<file path="config.mk">
export PLATFORM = sky130hd
export DESIGN_NAME = fsm_sequence_sender_flat
export DESIGN_NICKNAME = d
export VERILOG_FILES = /design/src/rtl/fsm_sequence_sender_if.sv /design/src/rtl/fsm_sequence_sender.sv /design/src/flat_wrapper.sv
export SDC_FILE = /design/constraint.sdc
export NUM_CORES = 1
export LEC_CHECK = 0
export ABC_CLOCK_PERIOD_IN_PS = 3350
export CAP_MARGIN = 5
export CELL_PAD_IN_SITES_DETAIL_PLACEMENT = 2
export CELL_PAD_IN_SITES_GLOBAL_PLACEMENT = 2
export CORE_AREA = 4 4 68 133
export DETAILED_ROUTE_END_ITERATION = 10
export DIE_AREA = 0 0 72 137
export MAX_ROUTING_LAYER = met4
export PLACE_DENSITY = 0.89
export RECOVER_POWER = 25
export SLEW_MARGIN = 10
export SYNTH_ARGS = -nofsm -noshare
export SYNTH_HDL_FRONTEND = slang
export SYNTH_SLANG_ARGS = --single-unit
export TNS_END_PERCENT = 5
</file>
<file path="constraint.sdc">
create_clock -name clk -period 3.35 [get_ports clk]
set_input_delay 0.8375 -clock clk [delete_from_list [all_inputs] [get_ports clk]]
set_output_delay 0.8375 -clock clk [all_outputs]
set_load 0.01 [all_outputs]
</file>
<file path="src/rtl/fsm_sequence_sender_if.sv">
// -----------------------------------------------------------------------------
// fsm_sequence_sender_if
//   Frame request and character stream of the hex-sequence sender.
//   Ports (signal bundle):
//     start       host -> sender  frame request
//     data_in     host -> sender  word to send, 4*NUM_DIGITS bits
//     char_ready  sink -> sender  downstream accepts the current character
//     ascii_char  sender -> sink  current character
//     char_valid  sender -> sink  ascii_char valid
//     busy        sender -> host  frame in progress
//     done        sender -> host  one-cycle pulse after the closing 0x0A
//   master: the sender itself; slave: the host/sink side driving it.
// -----------------------------------------------------------------------------
interface fsm_sequence_sender_if #(
    parameter int NUM_DIGITS = 8
);
    logic                    start;
    logic [4*NUM_DIGITS-1:0] data_in;
    logic                    char_ready;
    logic [7:0]              ascii_char;
    logic                    char_valid;
    logic                    busy;
    logic                    done;

    modport master (
        input  start, data_in, char_ready,
        output ascii_char, char_valid, busy, done
    );

    modport slave (
        output start, data_in, char_ready,
        input  ascii_char, char_valid, busy, done
    );
endinterface

</file>
<file path="src/rtl/fsm_sequence_sender.sv">
// -----------------------------------------------------------------------------
// fsm_sequence_sender
//   Emits one framed ASCII hex word per accepted start: 0x0A, NUM_DIGITS hex
//   digits (most significant nibble first), 0x0A. Each character is placed on
//   ascii_char GAP_CYCLES clocks before char_valid rises and is held until the
//   sink takes it (char_valid & char_ready at a rising edge).
//   Ports:
//     clk  system clock, rising edge
//     rst  synchronous reset, active low
//     bus  fsm_sequence_sender_if.master (start/data_in/char_ready in,
//          ascii_char/char_valid/busy/done out)
// -----------------------------------------------------------------------------
module fsm_sequence_sender #(
    parameter int NUM_DIGITS = 8,
    parameter int GAP_CYCLES = 2,
    parameter int UPPERCASE  = 1
) (
    input logic                   clk,
    input logic                   rst,
    fsm_sequence_sender_if.master bus
);
    localparam int DATA_W = 4 * NUM_DIGITS;
    localparam int IDX_W  = $clog2(NUM_DIGITS + 2);
    localparam int GAP_W  = (GAP_CYCLES > 1) ? $clog2(GAP_CYCLES) : 1;

    localparam logic [IDX_W-1:0] LAST_IDX   = IDX_W'(NUM_DIGITS + 1);
    localparam logic [GAP_W-1:0] GAP_LOAD   = (GAP_CYCLES > 0) ? GAP_W'(GAP_CYCLES - 1) : '0;
    localparam logic [7:0]       LF         = 8'h0A;
    localparam logic [7:0]       ALPHA_BASE = (UPPERCASE != 0) ? 8'h41 : 8'h61;

    typedef enum logic [1:0] {
        IDLE,
        GAP,
        SEND
    } state_t;

    state_t              state_q,  state_d;
    logic [DATA_W-1:0]   data_q,   data_d;
    logic [IDX_W-1:0]    idx_q,    idx_d;
    logic [GAP_W-1:0]    gap_q,    gap_d;
    logic [7:0]          char_q,   char_d;
    logic                valid_q,  valid_d;
    logic                busy_q,   busy_d;
    logic                done_q,   done_d;

    function automatic logic [7:0] nibble_to_ascii(input logic [3:0] n);
        if (n < 4'd10) return 8'h30 + {4'h0, n};
        return ALPHA_BASE + {4'h0, n} - 8'd10;
    endfunction

    // Index 0 and LAST_IDX are the framing line feeds; index i in between
    // carries nibble NUM_DIGITS-i, so the most significant digit goes first.
    function automatic logic [7:0] char_at(input logic [IDX_W-1:0]  idx,
                                           input logic [DATA_W-1:0] data);
        logic [DATA_W-1:0] shifted;
        if (idx == '0 || idx == LAST_IDX) return LF;
        shifted = data >> (4 * (NUM_DIGITS - int'(idx)));
        return nibble_to_ascii(shifted[3:0]);
    endfunction

    // State and datapath registers.
    // NOTE: sequential state uses non-blocking assignments so every register
    // samples the pre-edge values computed by the combinational process.
    always_ff @(posedge clk) begin
        if (!rst) begin
            state_q <= IDLE;
            data_q  <= '0;
            idx_q   <= '0;
            gap_q   <= '0;
            char_q  <= 8'h00;
            valid_q <= 1'b0;
            busy_q  <= 1'b0;
            done_q  <= 1'b0;
        end else begin
            state_q <= state_d;
            data_q  <= data_d;
            idx_q   <= idx_d;
            gap_q   <= gap_d;
            char_q  <= char_d;
            valid_q <= valid_d;
            busy_q  <= busy_d;
            done_q  <= done_d;
        end
    end

    // Next-state and next-register values.
    always_comb begin
        logic [IDX_W-1:0] idx_inc;
        // NOTE: every target gets a default (hold, or 0 for the done pulse)
        // before the case, so no path leaves a value unassigned and no latch
        // is inferred.
        state_d = state_q;
        data_d  = data_q;
        idx_d   = idx_q;
        gap_d   = gap_q;
        char_d  = char_q;
        valid_d = valid_q;
        busy_d  = busy_q;
        done_d  = 1'b0;
        idx_inc = idx_q + 1'b1;

        case (state_q)
            IDLE: begin
                if (bus.start) begin
                    data_d = bus.data_in;
                    idx_d  = '0;
                    char_d = LF;
                    busy_d = 1'b1;
                    if (GAP_CYCLES > 0) begin
                        gap_d   = GAP_LOAD;
                        state_d = GAP;
                    end else begin
                        valid_d = 1'b1;
                        state_d = SEND;
                    end
                end
            end

            // The gap counter is loaded with GAP_CYCLES-1 in the same edge that
            // loads ascii_char, so valid rises exactly GAP_CYCLES edges later.
            GAP: begin
                if (gap_q == '0) begin
                    valid_d = 1'b1;
                    state_d = SEND;
                end else begin
                    gap_d = gap_q - 1'b1;
                end
            end

            SEND: begin
                if (bus.char_ready) begin
                    if (idx_q != LAST_IDX) begin
                        idx_d  = idx_inc;
                        char_d = char_at(idx_inc, data_q);
                        if (GAP_CYCLES > 0) begin
                            valid_d = 1'b0;
                            gap_d   = GAP_LOAD;
                            state_d = GAP;
                        end
                    end else begin
                        // Closing line feed taken: ascii_char keeps 0x0A.
                        valid_d = 1'b0;
                        busy_d  = 1'b0;
                        done_d  = 1'b1;
                        state_d = IDLE;
                    end
                end
            end

            default: state_d = IDLE;
        endcase
    end

    // Outputs come straight from registers.
    always_comb begin
        bus.ascii_char = char_q;
        bus.char_valid = valid_q;
        bus.busy       = busy_q;
        bus.done       = done_q;
    end
endmodule

</file>
<file path="src/flat_wrapper.sv">
// flat-port wrapper written by rule: the top's interface ports become plain ports
module fsm_sequence_sender_flat 
#(
    parameter int NUM_DIGITS = 8,
    parameter int GAP_CYCLES = 2,
    parameter int UPPERCASE  = 1
)
  (clk, rst, bus_start, bus_data_in, bus_char_ready, bus_ascii_char, bus_char_valid, bus_busy, bus_done);
  fsm_sequence_sender_if #(.NUM_DIGITS(NUM_DIGITS)) bus_i ();
  input logic clk;
  input logic rst;
  input wire logic [$bits(bus_i.start)-1:0] bus_start;
  input wire logic [$bits(bus_i.data_in)-1:0] bus_data_in;
  input wire logic [$bits(bus_i.char_ready)-1:0] bus_char_ready;
  output wire logic [$bits(bus_i.ascii_char)-1:0] bus_ascii_char;
  output wire logic [$bits(bus_i.char_valid)-1:0] bus_char_valid;
  output wire logic [$bits(bus_i.busy)-1:0] bus_busy;
  output wire logic [$bits(bus_i.done)-1:0] bus_done;
  assign bus_i.start = bus_start;
  assign bus_i.data_in = bus_data_in;
  assign bus_i.char_ready = bus_char_ready;
  assign bus_ascii_char = bus_i.ascii_char;
  assign bus_char_valid = bus_i.char_valid;
  assign bus_busy = bus_i.busy;
  assign bus_done = bus_i.done;
  fsm_sequence_sender #(.NUM_DIGITS(NUM_DIGITS), .GAP_CYCLES(GAP_CYCLES), .UPPERCASE(UPPERCASE)) u_core (.clk(clk), .rst(rst), .bus(bus_i));
endmodule
</file>
== After elaboration in Yosys (flattened, before gate mapping) ==
Cells that the tools add are included.
Storage, ports and cells
  bits in registers: 50
  input port bits: 36
Operators by class
  add/subtract/negate cells: 6
  $lt $le $gt $ge: 1
  shift operators: 1
  equality and inequality tests: 9
  reductions and logical operators: 13
  muxes and demuxes: 38
Operator list (number)
  $mux W8: 7
  $shr A32 B32 Y4: 1
  $mux W1: 19
  $pmux W8 S2: 1
  $mux W4: 3
  $reduce_and A4 Y1: 3
  $reduce_and A3 Y1: 3
  $add A7 B4 Y8 const A: 1
  $ne A2 B2 Y1 const B: 4
  $pmux W4 S2: 1
  $sub A8 B4 Y8 const B: 1
  $add A6 B4 Y7 const A: 1
  $mux W2: 3
  $pmux W2 S3: 1
  $sub A4 B4 Y5 const A: 1
  $add A4 B1 Y4 const B: 1
  $eq A4 B4 Y1 const B: 1
  $logic_not A4 Y1: 1
  $lt A4 B4 Y1 const B: 1
  $ne A4 B4 Y1 const B: 1
  $pmux W1 S2: 2
  $reduce_bool A2 Y1: 2
  $pmux W1 S3: 1
  $reduce_bool A3 Y1: 1
  other kinds (7): 7

== Depth between registers and ports, before layout ==
Gate-level depths: netlist of the first run.
  word-level depth: 16
  mapped depth: 13
  depth with buffers taken out: 11

== Worst setup path before layout of the first run ==
No wires, ideal clock.
  path kind: reg2reg
  from: register u_core.idx_q[0]
  to: register u_core.char_q[1], in the netlist u_core.bus.ascii_char[1]
  clock period less this slack: 2.859 ns
  setup slack: 0.491 ns
  buffers on the path: 2
  arrival: 2.785 ns
  required time: 3.276 ns
  cell stages (with the launch flop): 12
  cell sequence: dfxtp_1 -> buf_2 -> inv_1 -> ha_1 -> buf_6 -> mux4_1 -> a221oi_1 -> nor2_1 -> a22oi_1 -> ha_1 -> nand2b_1 -> a31oi_1
Between the ends
  longest elaborated chain between the ends: 14
  elaborated cells between the ends (all ways): 28
RTL lines
  from (decl): RTL line fsm_sequence_sender.sv:39  | logic [IDX_W-1:0] idx_q, idx_d;
  from (signal assigned): RTL line fsm_sequence_sender.sv:77  | idx_q <= idx_d;
  branches (longest 14 deep; another with $add A7 B4 Y8)
  to (signal assigned): RTL line fsm_sequence_sender.sv:79  | char_q <= char_d;
  to (decl): RTL line fsm_sequence_sender.sv:41  | logic [7:0] char_q, char_d;
Several ways; the timed one is not identified. The select of a mux whose other input is x is not followed.
A chain may end at the register's enable or synchronous reset.

== Final worst setup path of the first run ==
  from: register u_core.idx_q[1]
  to: register u_core.char_q[1], in the netlist u_core.bus.ascii_char[1]
Same word-level chain as after synthesis.

==> key figures, run 1 <==
Detailed routing
  • Routed vias: 2124
  • Vias per inst: 5.17
  • Total wire length: 7060 um
  • DRC: 0
  • DR iter-0 viols: 67
  • Pre-Repair DR Iteration Count: 4
  • DR WL/cell: 17.2 um
  • DRT antenna net count: 0

Hold path
  • Hold Crit Start: u_core.bus.ascii_char[5]
  • Hold Path Class: reg -> reg

Floorplanning
  • Num rows: 46
  • Core Region: 7940 um2
  • Starting Density: 30.7%
  • Chip width: 72 um
  • Die outline height: 137 um
  • Die area: 9860 um2
  • Io pins: 47

Pwr
  • Net switching power: 358 uW
  • Register share of total power: 46.1%
  • Leakage: 0.00117 uW
  • Clk pwr share: 38.5%
  • Power per cell area: 447 nW/um2
  • Worst IR Drop VDD: 0.000302 V
  • Sw Ratio: 25.6%
  • Int Pwr: 1040 uW
  • Logic gate share of total power: 15.4%

Timing
  • Tcrit/Tclk final: 92.8%
  • Clk_skew: 0.00875 ns
  • Tmin final: 3.11 ns
  • Setup violators final: 0
  • Actual slew at the worst max-slew pin: 1.34 ns
  • Max Clk Rate: 322 MHz
  • Max-slew headroom: 10.8%
  • Total negative slack: 0 ns
  • RSZ-0062 raised after global routing: false
  • Final slew viol count: 0
  • Final hold violation count: 0
  • PnR worst setup slack: 0.240 ns

Place
  • Place WS: 0.260 ns
  • Number of buffers added on ports: 45
  • Post-DP HPWL: 5550 um
  • Final RePlAce weighted congestion: 0.828

Critical path
  • R2r startpoint: u_core.idx_q[1]
  • CP Capture Type: register
  • Crit path launch: u_core.idx_q[1]
  • Crit path DAT: 3.33 ns
  • Startpoint Class: register
  • Critical Path RT: 3.57 ns
  • Crit path max fanout: 10
  • Crit Path Category: reg -> reg

Clocking
  • Clock Latency Late Sink: 0.29 ns
  • CTS Hold Buffers Added: 0
  • H-tree depth: 2
  • Reg clk slew, reported paths: 0.07 ns
  • Post-CTS sizing: 0
  • CTS tree: done
  • Clk root buf: clkbuf_16
  • Clock Sinks: 49
  • Num CTS Buffers: 5
  • CTS Buffer Depth: 2
  • Post CTS Setup Buffer Count: 0

Synth
  • Mux cell area share after synthesis: 8.97%
  • Synth Area in Compound Gates: 20.2%
  • Largest family of logic cells by synthesized area: simple AND/OR/NAND/NOR gates
  • Number of synthesis warnings: 0
  • Post-Synthesis Cell Area: 2440 um2
  • Number of library cell types mapped by synthesis: 45
  • Net Count, Synth: 314
  • Post-Synth Adder-Cell Area: 2.56%
  • Post-synth ARST share: 0%
  • Simple-gate share of the synthesized area: 22.1%
  • Syn avg cell area: 8.95 um2
  • Seq/Total Area, Yosys: 40.2%
  • Number of synthesized flops with an enable pin: 0
  • Yosys reg bits: 49
  • Post-synthesis xor/xnor area fraction: 2.41%
  • Post-Syn Instances: 273
  • Prevailing post-synth register cell: dfxtp_1

Finish
  • Combined area of the multi-input logic cells: 1380 um2
  • Layout cells sized above 1: 7.62%
  • Nets@finish: 355
  • Area grow syn2layout: 28.2%
  • Storage element area: 981 um2
  • Filler Cells Inserted: 885
  • Post-layout util: 39.4%
  • # diodes: 0

Outcome
  • Status: complete, no violations

GRT
  • Vias in the first global route: 2384
  • Global route total overflow: 0
  • Tot GR Track Use: 15.7%
  • Met3 Usage GRT: 1.99%
  • Top Usage Layer GRT: met2
  • Met1 GRT Util: 12.9%
  • Largest net degree at the start of global routing: 34
  • First-pass GRT wire length: 11500 um
  • Initial antenna violation count: 0
  • Met2 Use GR: 32.1%

Flow run
  • Max Cap Viol: 0
-- through the flow --
stage | instance area (um2) | hold WS, ns | cells | power [uW]
floorplan | 2440 | 0.439 | 273 | 777
global placement | 2980 | 0.448 | 403 | 867
detailed placement | 2980 | 0.462 | 403 | 881
CTS | 3130 | 0.468 | 411 | 1420
global route | 3130 | 0.490 | 411 | 1450
finish | 3130 | 0.466 | 411 | 1400
-- worst max-delay path: stages, from the launching register on --
cell	delay, ns
dfxtp_1	0.43
inv_1	0.10
ha_1	0.60
mux4_1	0.67
a221oi_1	0.35
nor2_1	0.07
a22oi_1	0.23
ha_1	0.29
nand2b_1	0.14
a31oi_1	0.16
-- synthesized netlist by cell type, types with 3 or more instances --
master,instances,area (um2)
o21ai_0,8,40.0
mux4_2,3,67.6
a21boi_0,35,263
nor2_1,5,18.8
ha_1,5,62.6
nand3_1,11,55.1
inv_1,4,15.0
nor2b_1,4,25.0
nand2_1,79,297
dfxtp_1,49,981
a21oi_1,5,25.0
nand2b_1,6,37.5
mux4_1,5,131
clkbuf_1,12,45.0
-- layout make-up --
cell class                      instances  share of cell area (%)
Clock buffer                            7                    4.88
Timing Repair Buffer                   49                    15.2
Multi-Input combinational cell        205                    44.1
Sequential cell                        49                    31.3
Clock inverter                          1                   0.160
Inverter                                4                   0.480
Tap cell                               96                    3.84
-- layout by cell type, fill, tap and decap left out, types with 2 or more instances in the layout --
cell	Yosys	final
o21ai_0	8	8
a21oi_1	5	5
and2_1	2	2
a32oi_2	2	2
nand3_1	11	11
mux4_2	3	3
nor2_1	5	4
a221o_1	2	2
a221oi_1	2	2
dfxtp_1	49	49
inv_1	4	4
dlygate4sd3_1	0	11
xnor2_1	2	2
xor2_2	2	2
nor3b_1	2	2
clkbuf_16	0	5
a22oi_1	2	2
clkdlybuf4s50_1	0	34
clkbuf_8	0	2
a21boi_0	35	35
nor2b_1	4	4
buf_4	1	3
mux2i_1	2	2
mux4_1	5	5
nand3b_1	2	2
nand2b_1	6	6
ha_1	5	5
nand2_1	79	79
nor4_1	2	2
-- metal layers --
layer	wire length (um)	share of wire, %
met2	4310	61
met1	2330	33
met4	244	3.5
met3	176	2.5
met5	0	0
-- cell families after synthesis --
logic type               count (synthesis)
AO/OA/AOI/OAI                           66
multiplexers                            10
other                                    1
buffers and inverters                   19
adder cells (fa/ha/maj)                  5
XOR/XNOR                                 5
flip-flops                              49
AND/OR/NAND/NOR                        118
-- state kept, by name, indices dropped and copies added (netlist names) --
| name | flops |
|---|---|
| u_core.data_q | 32 |
| u_core.bus.ascii_char | 7 |
| u_core.idx_q | 4 |
| u_core.state_q | 2 |
| u_core.bus.busy | 1 |
| u_core.bus.char_valid | 1 |
| u_core.bus.done | 1 |
| u_core.gap_q | 1 |
-- power by group through the flow --
stage | clock network [uW] | logic (uW) | registers (uW)
after floorplan | 0 | 127 | 650
after global placement | 0 | 210 | 656
after detailed placement | 0 | 223 | 658
after CTS | 550 | 225 | 645
after global routing | 565 | 241 | 649
final | 539 | 216 | 645
-- worst paths after layout --
path	to	slack (ns)	depth (start not counted)
setup / recovery	u_core.bus.ascii_char[1]	0.24	9
hold / removal	u_core.bus.ascii_char[5]	0.47	2
setup reg to reg	u_core.bus.ascii_char[1]	0.24	9
hold reg to reg	u_core.bus.ascii_char[5]	0.47	2
Note: power is estimated with default switching activity, not from simulation.
==> inputs of run 2 (changes only) <==
- CORE_AREA: 4 4 68 133 -> 4 4 94 96
- DIE_AREA: 0 0 72 137 -> 0 0 98 100
==> run 2 against run 1 <==
  * Clock power is 39% lower
  * Fmax grew 2.5%
  * Non-clock buffer count is 2 higher
  * Clock-buffer cell count fell by 2
  * Critical endpoint is now u_core.bus.ascii_char[2]
  * Largest power group unchanged
  * Highest routed layer unchanged
==> key figures, run 2 (synthesized netlist as in run 1, its figures left out) <==
Critical path
  • R2r startpoint: u_core.idx_q[1]
  • Crit Path Category: reg -> reg
  • RR Endpoint: u_core.bus.ascii_char[2]
  • Cell Chain, Critical Path: inv_1 -> ha_4 -> mux4_1 -> a221oi_1 -> nor2_1 -> a22oi_1 -> ha_1 -> nor3b_1 -> o31ai_1
  • Crit-path max cell delay: 0.62 ns
  • Startpoint Class: register
  • Crit path max fanout: 10
  • Reg2reg setup slack: 0.32 ns
  • CP max stage cell: mux4_1
  • Crit path DAT: 3.22 ns
  • Critical Path RT: 3.54 ns
  • CP Capture Type: register
  • R2R depth: 9

Floorplanning
  • Starting Density: 30.3%
  • Die outline height: 100 um
  • Chip width: 98 um
  • Die area: 9800 um2
  • Core Region: 8050 um2
  • Io pins: 47
  • Num rows: 33

Timing
  • Max Clk Rate: 330 MHz
  • Total negative slack: 0 ns
  • Max-slew headroom: 12.2%
  • Actual slew at the worst max-slew pin: 1.32 ns
  • RSZ-0062 raised after global routing: false
  • Final slew viol count: 0
  • Tcrit/Tclk final: 90.6%
  • Setup violators final: 0
  • Min Hold Slack: 0.470 ns
  • Clk_skew: 0.00498 ns
  • Final hold violation count: 0
  • Tmin final: 3.03 ns

GRT
  • Largest net degree at the start of global routing: 34
  • Global route total overflow: 0
  • First-pass GRT wire length: 11400 um
  • Tot GR Track Use: 14.7%
  • Vias in the first global route: 2331
  • Initial antenna violation count: 0

Finish
  • Area grow syn2layout: 26.0%
  • Final cell count without fillers: 420
  • Largest register FFs: 32
  • Biggest register: u_core.data_q
  • Post-layout util: 38.2%
  • Layout cells sized above 1: 7.30%
  • # diodes: 0
  • Nets@finish: 357
  • Most frequent cells in the layout: nand2_1 (79), dfxtp_1 (49), clkdlybuf4s50_1 (42)
  • Commonest non-fill, non-tap cell in the layout: nand2_1

Clocking
  • CTS Hold Buffers Added: 0
  • H-tree depth: 2
  • Clock Latency Late Sink: 0.30 ns
  • CTS tree: done
  • Clock Sinks: 49
  • Reg clk slew, reported paths: 0.09 ns
  • Clk root buf: clkbuf_8
  • Num CTS Buffers: 5
  • CTS Buffer Depth: 2

Detailed routing
  • DRT antenna net count: 0
  • Pre-Repair DR Iteration Count: 4
  • DR iter-0 viols: 73
  • Routed vias: 2135
  • Vias per inst: 5.08
  • DRC: 0
  • DR WL/cell: 16.6 um
  • Total wire length: 6980 um

Hold path
  • Hold endpoint: u_core.bus.ascii_char[5]
  • Hold Path Class: reg -> reg
  • Hold path depth: 2
  • Hold Crit Start: u_core.bus.ascii_char[5]

Place
  • Number of buffers added on ports: 45
  • Post-DP HPWL: 5110 um
  • Final RePlAce weighted congestion: 0.761
  • Dpl cells: 414

Pwr
  • Worst IR Drop VDD: 0.000126 V
  • Power per cell area: 388 nW/um2
  • Power, Total: 1190 uW
  • Leakage: 0.00111 uW

Outcome
  • Status: complete, no violations

Flow run
  • Max Cap Viol: 0
[run 2: worst max-delay path by stage]
| stage | from | to | slack, ns | cells after the start |
|---|---|---|---|---|
| 3_5_place_dp | u_core.idx_q[1] | u_core.bus.ascii_char[2] | 0.14 | 9 |
| 2_1_floorplan | u_core.idx_q[0] | u_core.bus.ascii_char[1] | 0.49 | 11 |
| 3_3_place_gp | u_core.idx_q[1] | u_core.bus.ascii_char[2] | 0.36 | 9 |
| 5_1_grt | u_core.idx_q[1] | u_core.bus.ascii_char[2] | 0.12 | 9 |
| 6_report | u_core.idx_q[1] | u_core.bus.ascii_char[2] | 0.32 | 9 |
| 4_1_cts | u_core.idx_q[1] | u_core.bus.ascii_char[2] | 0.12 | 9 |
[run 2: cell type report]
type                            count  area [um2]
Fill cell                         902        4970
Tap cell                          105         131
Timing Repair Buffer               51         484
Clock inverter                      1        5.00
Clock buffer                        5        68.8
Inverter                            4        15.0
Multi-Input combinational cell    205        1390
Sequential cell                    49         981
[run 2: per-stage QoR]
| step | setup WS (ns) | instance area, um2 |
|---|---|---|
| 3_5_place_dp | 0.140 | 3000 |
| 2_1_floorplan | 0.491 | 2440 |
| 4_1_cts | 0.121 | 3080 |
| 3_3_place_gp | 0.360 | 3000 |
| 5_1_grt | 0.115 | 3080 |
| 6_report | 0.315 | 3080 |
[run 2: routing by layer]
metal  track usage, %  vias up  routed length [um]
li1                 -     1033                   -
met1             16.3     1040                3030
met2             26.0       46                3540
met3             2.71       16                 220
met4             6.28        0                 189
met5                -        -                   0
[run 2: timing repair]
item                       in CTS  in global routing
gates resized for setup         0                  2
setup endpoints to repair       0                  4
setup buffers                   0                  0
[run 2: power by group]
part           total [uW]  switching [uW]  internal [uW]
clock                 330             192            138
combinational         220             111            109
sequential            644            24.4            620
[run 2: critical path: cells and delay by family, from the launching register on]
family | cells | cell delay, ns
flops | 1 | 0.45
fa+ha+maj | 2 | 0.65
compound gates | 3 | 0.72
mux | 1 | 0.62
simple gates | 2 | 0.36
buf+inv | 1 | 0.14
==> inputs of run 3 (changes only) <==
- PLACE_DENSITY: 0.89 -> not set
- PLACE_DENSITY_LB_ADDON: not set -> 0.1
- SLEW_MARGIN: 10 -> not set
==> run 3 against run 2 <==
  * Clock-buffer cell count up 2
  * Design area up 0.89%
  * Critical path depth unchanged
  * Combinational power down 4%
  * Sequential share of layout area down 0.28 points
  * Setup slack better by 0.14 ns
  * Worst hold slack worse by 0.0032 ns
  * Sequential cell count unchanged
  * Fmax up 4.9%
  * Critical path type unchanged
  * Largest cell class unchanged
  * Highest routed layer unchanged
==> key figures, run 3 (synthesized netlist as in run 1, its figures left out) <==
Timing
  • Clk_skew: 0.0103 ns
  • Final slew viol count: 0
  • Actual slew at the worst max-slew pin: 1.35 ns
  • Max Clk Rate: 346 MHz
  • Max-slew headroom: 10.0%
  • RSZ-0062 raised after global routing: false
  • Tmin final: 2.89 ns
  • PnR worst setup slack: 0.457 ns
  • Tcrit/Tclk final: 86.4%
  • Final hold violation count: 0
  • Setup violators final: 0
  • Total negative slack: 0 ns

Pwr
  • Power per cell area: 401 nW/um2
  • Net switching power: 331 uW
  • Logic gate share of total power: 17.0%
  • Clk pwr share: 31.3%
  • Worst IR Drop VDD: 0.000125 V
  • Sw Ratio: 26.6%
  • Register share of total power: 51.8%
  • Int Pwr: 914 uW
  • Leakage: 0.00115 uW

Hold path
  • Hold Path Class: reg -> reg
  • Hold Crit Start: u_core.bus.ascii_char[5]

Place
  • Number of buffers added on ports: 45
  • Post-DP HPWL: 4770 um
  • Place WS: 0.175 ns
  • Final RePlAce weighted congestion: 0.765

Clocking
  • H-tree depth: 2
  • Clock Latency Late Sink: 0.31 ns
  • Clock Sinks: 49
  • CTS Buffer Depth: 2
  • Post CTS Setup Buffer Count: 0
  • Post-CTS sizing: 0
  • Reg clk slew, reported paths: 0.10 ns
  • CTS Hold Buffers Added: 0
  • Clk root buf: clkbuf_8
  • Num CTS Buffers: 5
  • CTS tree: done

GRT
  • Vias in the first global route: 2255
  • Top Usage Layer GRT: met2
  • First-pass GRT wire length: 11300 um
  • Largest net degree at the start of global routing: 34
  • Met1 GRT Util: 17.3%
  • Global route total overflow: 0
  • Met2 Use GR: 25.0%
  • Tot GR Track Use: 14.6%
  • Initial antenna violation count: 0
  • Met3 Usage GRT: 2.50%

Floorplanning
  • Starting Density: 30.3%
  • Io pins: 47
  • Die outline height: 100 um
  • Num rows: 33
  • Chip width: 98 um
  • Core Region: 8050 um2
  • Die area: 9800 um2

Detailed routing
  • Pre-Repair DR Iteration Count: 4
  • Routed vias: 2074
  • Vias per inst: 4.93
  • DR WL/cell: 15.1 um
  • DR iter-0 viols: 52
  • Total wire length: 6370 um
  • DRC: 0
  • DRT antenna net count: 0

Finish
  • Most frequent cells in the layout: nand2_1 (79), dfxtp_1 (49), clkdlybuf4s50_1 (36)
  • Biggest register: u_core.data_q
  • Post-layout util: 38.6%
  • Nets@finish: 356
  • # diodes: 0
  • Commonest non-fill, non-tap cell in the layout: nand2_1
  • Layout cells sized above 1: 8.23%
  • Area grow syn2layout: 27.2%
  • Largest register FFs: 32

Critical path
  • Crit path launch: u_core.idx_q[1]
  • CP Capture Type: register
  • Critical Path RT: 3.55 ns
  • Cell Chain, Critical Path: inv_1 -> ha_4 -> mux4_1 -> a221oi_1 -> nor2_1 -> a22oi_1 -> ha_1 -> nor3b_1 -> o31ai_1
  • R2r startpoint: u_core.idx_q[1]
  • Crit Path Category: reg -> reg
  • CP max stage cell: mux4_1
  • Crit path DAT: 3.09 ns
  • Startpoint Class: register
  • Crit-path max cell delay: 0.63 ns
  • Crit path max fanout: 10
  • Critical path's top delay family: compound AO/OA/AOI/OAI gates
  • Critical path buffers and inverters: 1

Outcome
  • Status: complete, no violations

Flow run
  • Max Cap Viol: 0
run 3: cell types whose count changed in the layout (fill, tap and decap cells not counted):
| cell | previous run | this run |
|---|---|---|
| and2_1 | 2 | 1 |
| and2_0 | 0 | 1 |
| buf_4 | 3 | 4 |
| dlygate4sd3_1 | 3 | 9 |
| clkbuf_1 | 3 | 1 |
| clkbuf_8 | 5 | 7 |
| clkdlybuf4s50_1 | 42 | 36 |
run 3: per-stage QoR:
step           total power (uW)  hold slack [ns]  instances  instance area, um2
2_1_floorplan               777            0.439        273                2440
3_3_place_gp                872            0.450        413                3000
3_5_place_dp                877            0.459        413                3000
4_1_cts                    1270            0.473        421                3100
5_1_grt                    1320            0.496        421                3110
6_report                   1240            0.467        421                3110
run 3: cell type report:
cell class                 instances  area (um2)
clock buffer                       7        96.3
fill                             911        4950
multi-input combinational        205        1390
sequential                        49         981
inverter                           4        15.0
clock inverter                     1        5.00
timing repair buffer              50         484
tap                              105         131
run 3: path summary, 6_finish.rpt:
kind / end / slack (ns) / depth (start not counted)
setup / recovery: u_core.bus.ascii_char[2] / 0.46 / 9
setup reg to reg: u_core.bus.ascii_char[2] / 0.46 / 9
hold reg to reg: u_core.bus.ascii_char[5] / 0.47 / 2
hold / removal: u_core.bus.ascii_char[5] / 0.47 / 2
run 3: power groups by stage:
stage          clock, uW  sequential (uW)  combinational [uW]
2_1_floorplan          0              650                 127
3_3_place_gp           0              657                 214
3_5_place_dp           0              659                 219
4_1_cts              410              645                 219
5_1_grt              432              650                 241
6_report             389              644                 211
run 3: tightest hold or removal path: stages (launching register included):
cell and delay, ns:
dfxtp_1 0.32, nand2_1 0.07, a21boi_2 0.05
run 3: per-layer routing:
layer / part of all wire [%] / up-vias
li1: - / 1034
met1: 45 / 1001
met2: 50 / 32
met3: 3.5 / 7
met4: 1.5 / 0
met5: 0 / -
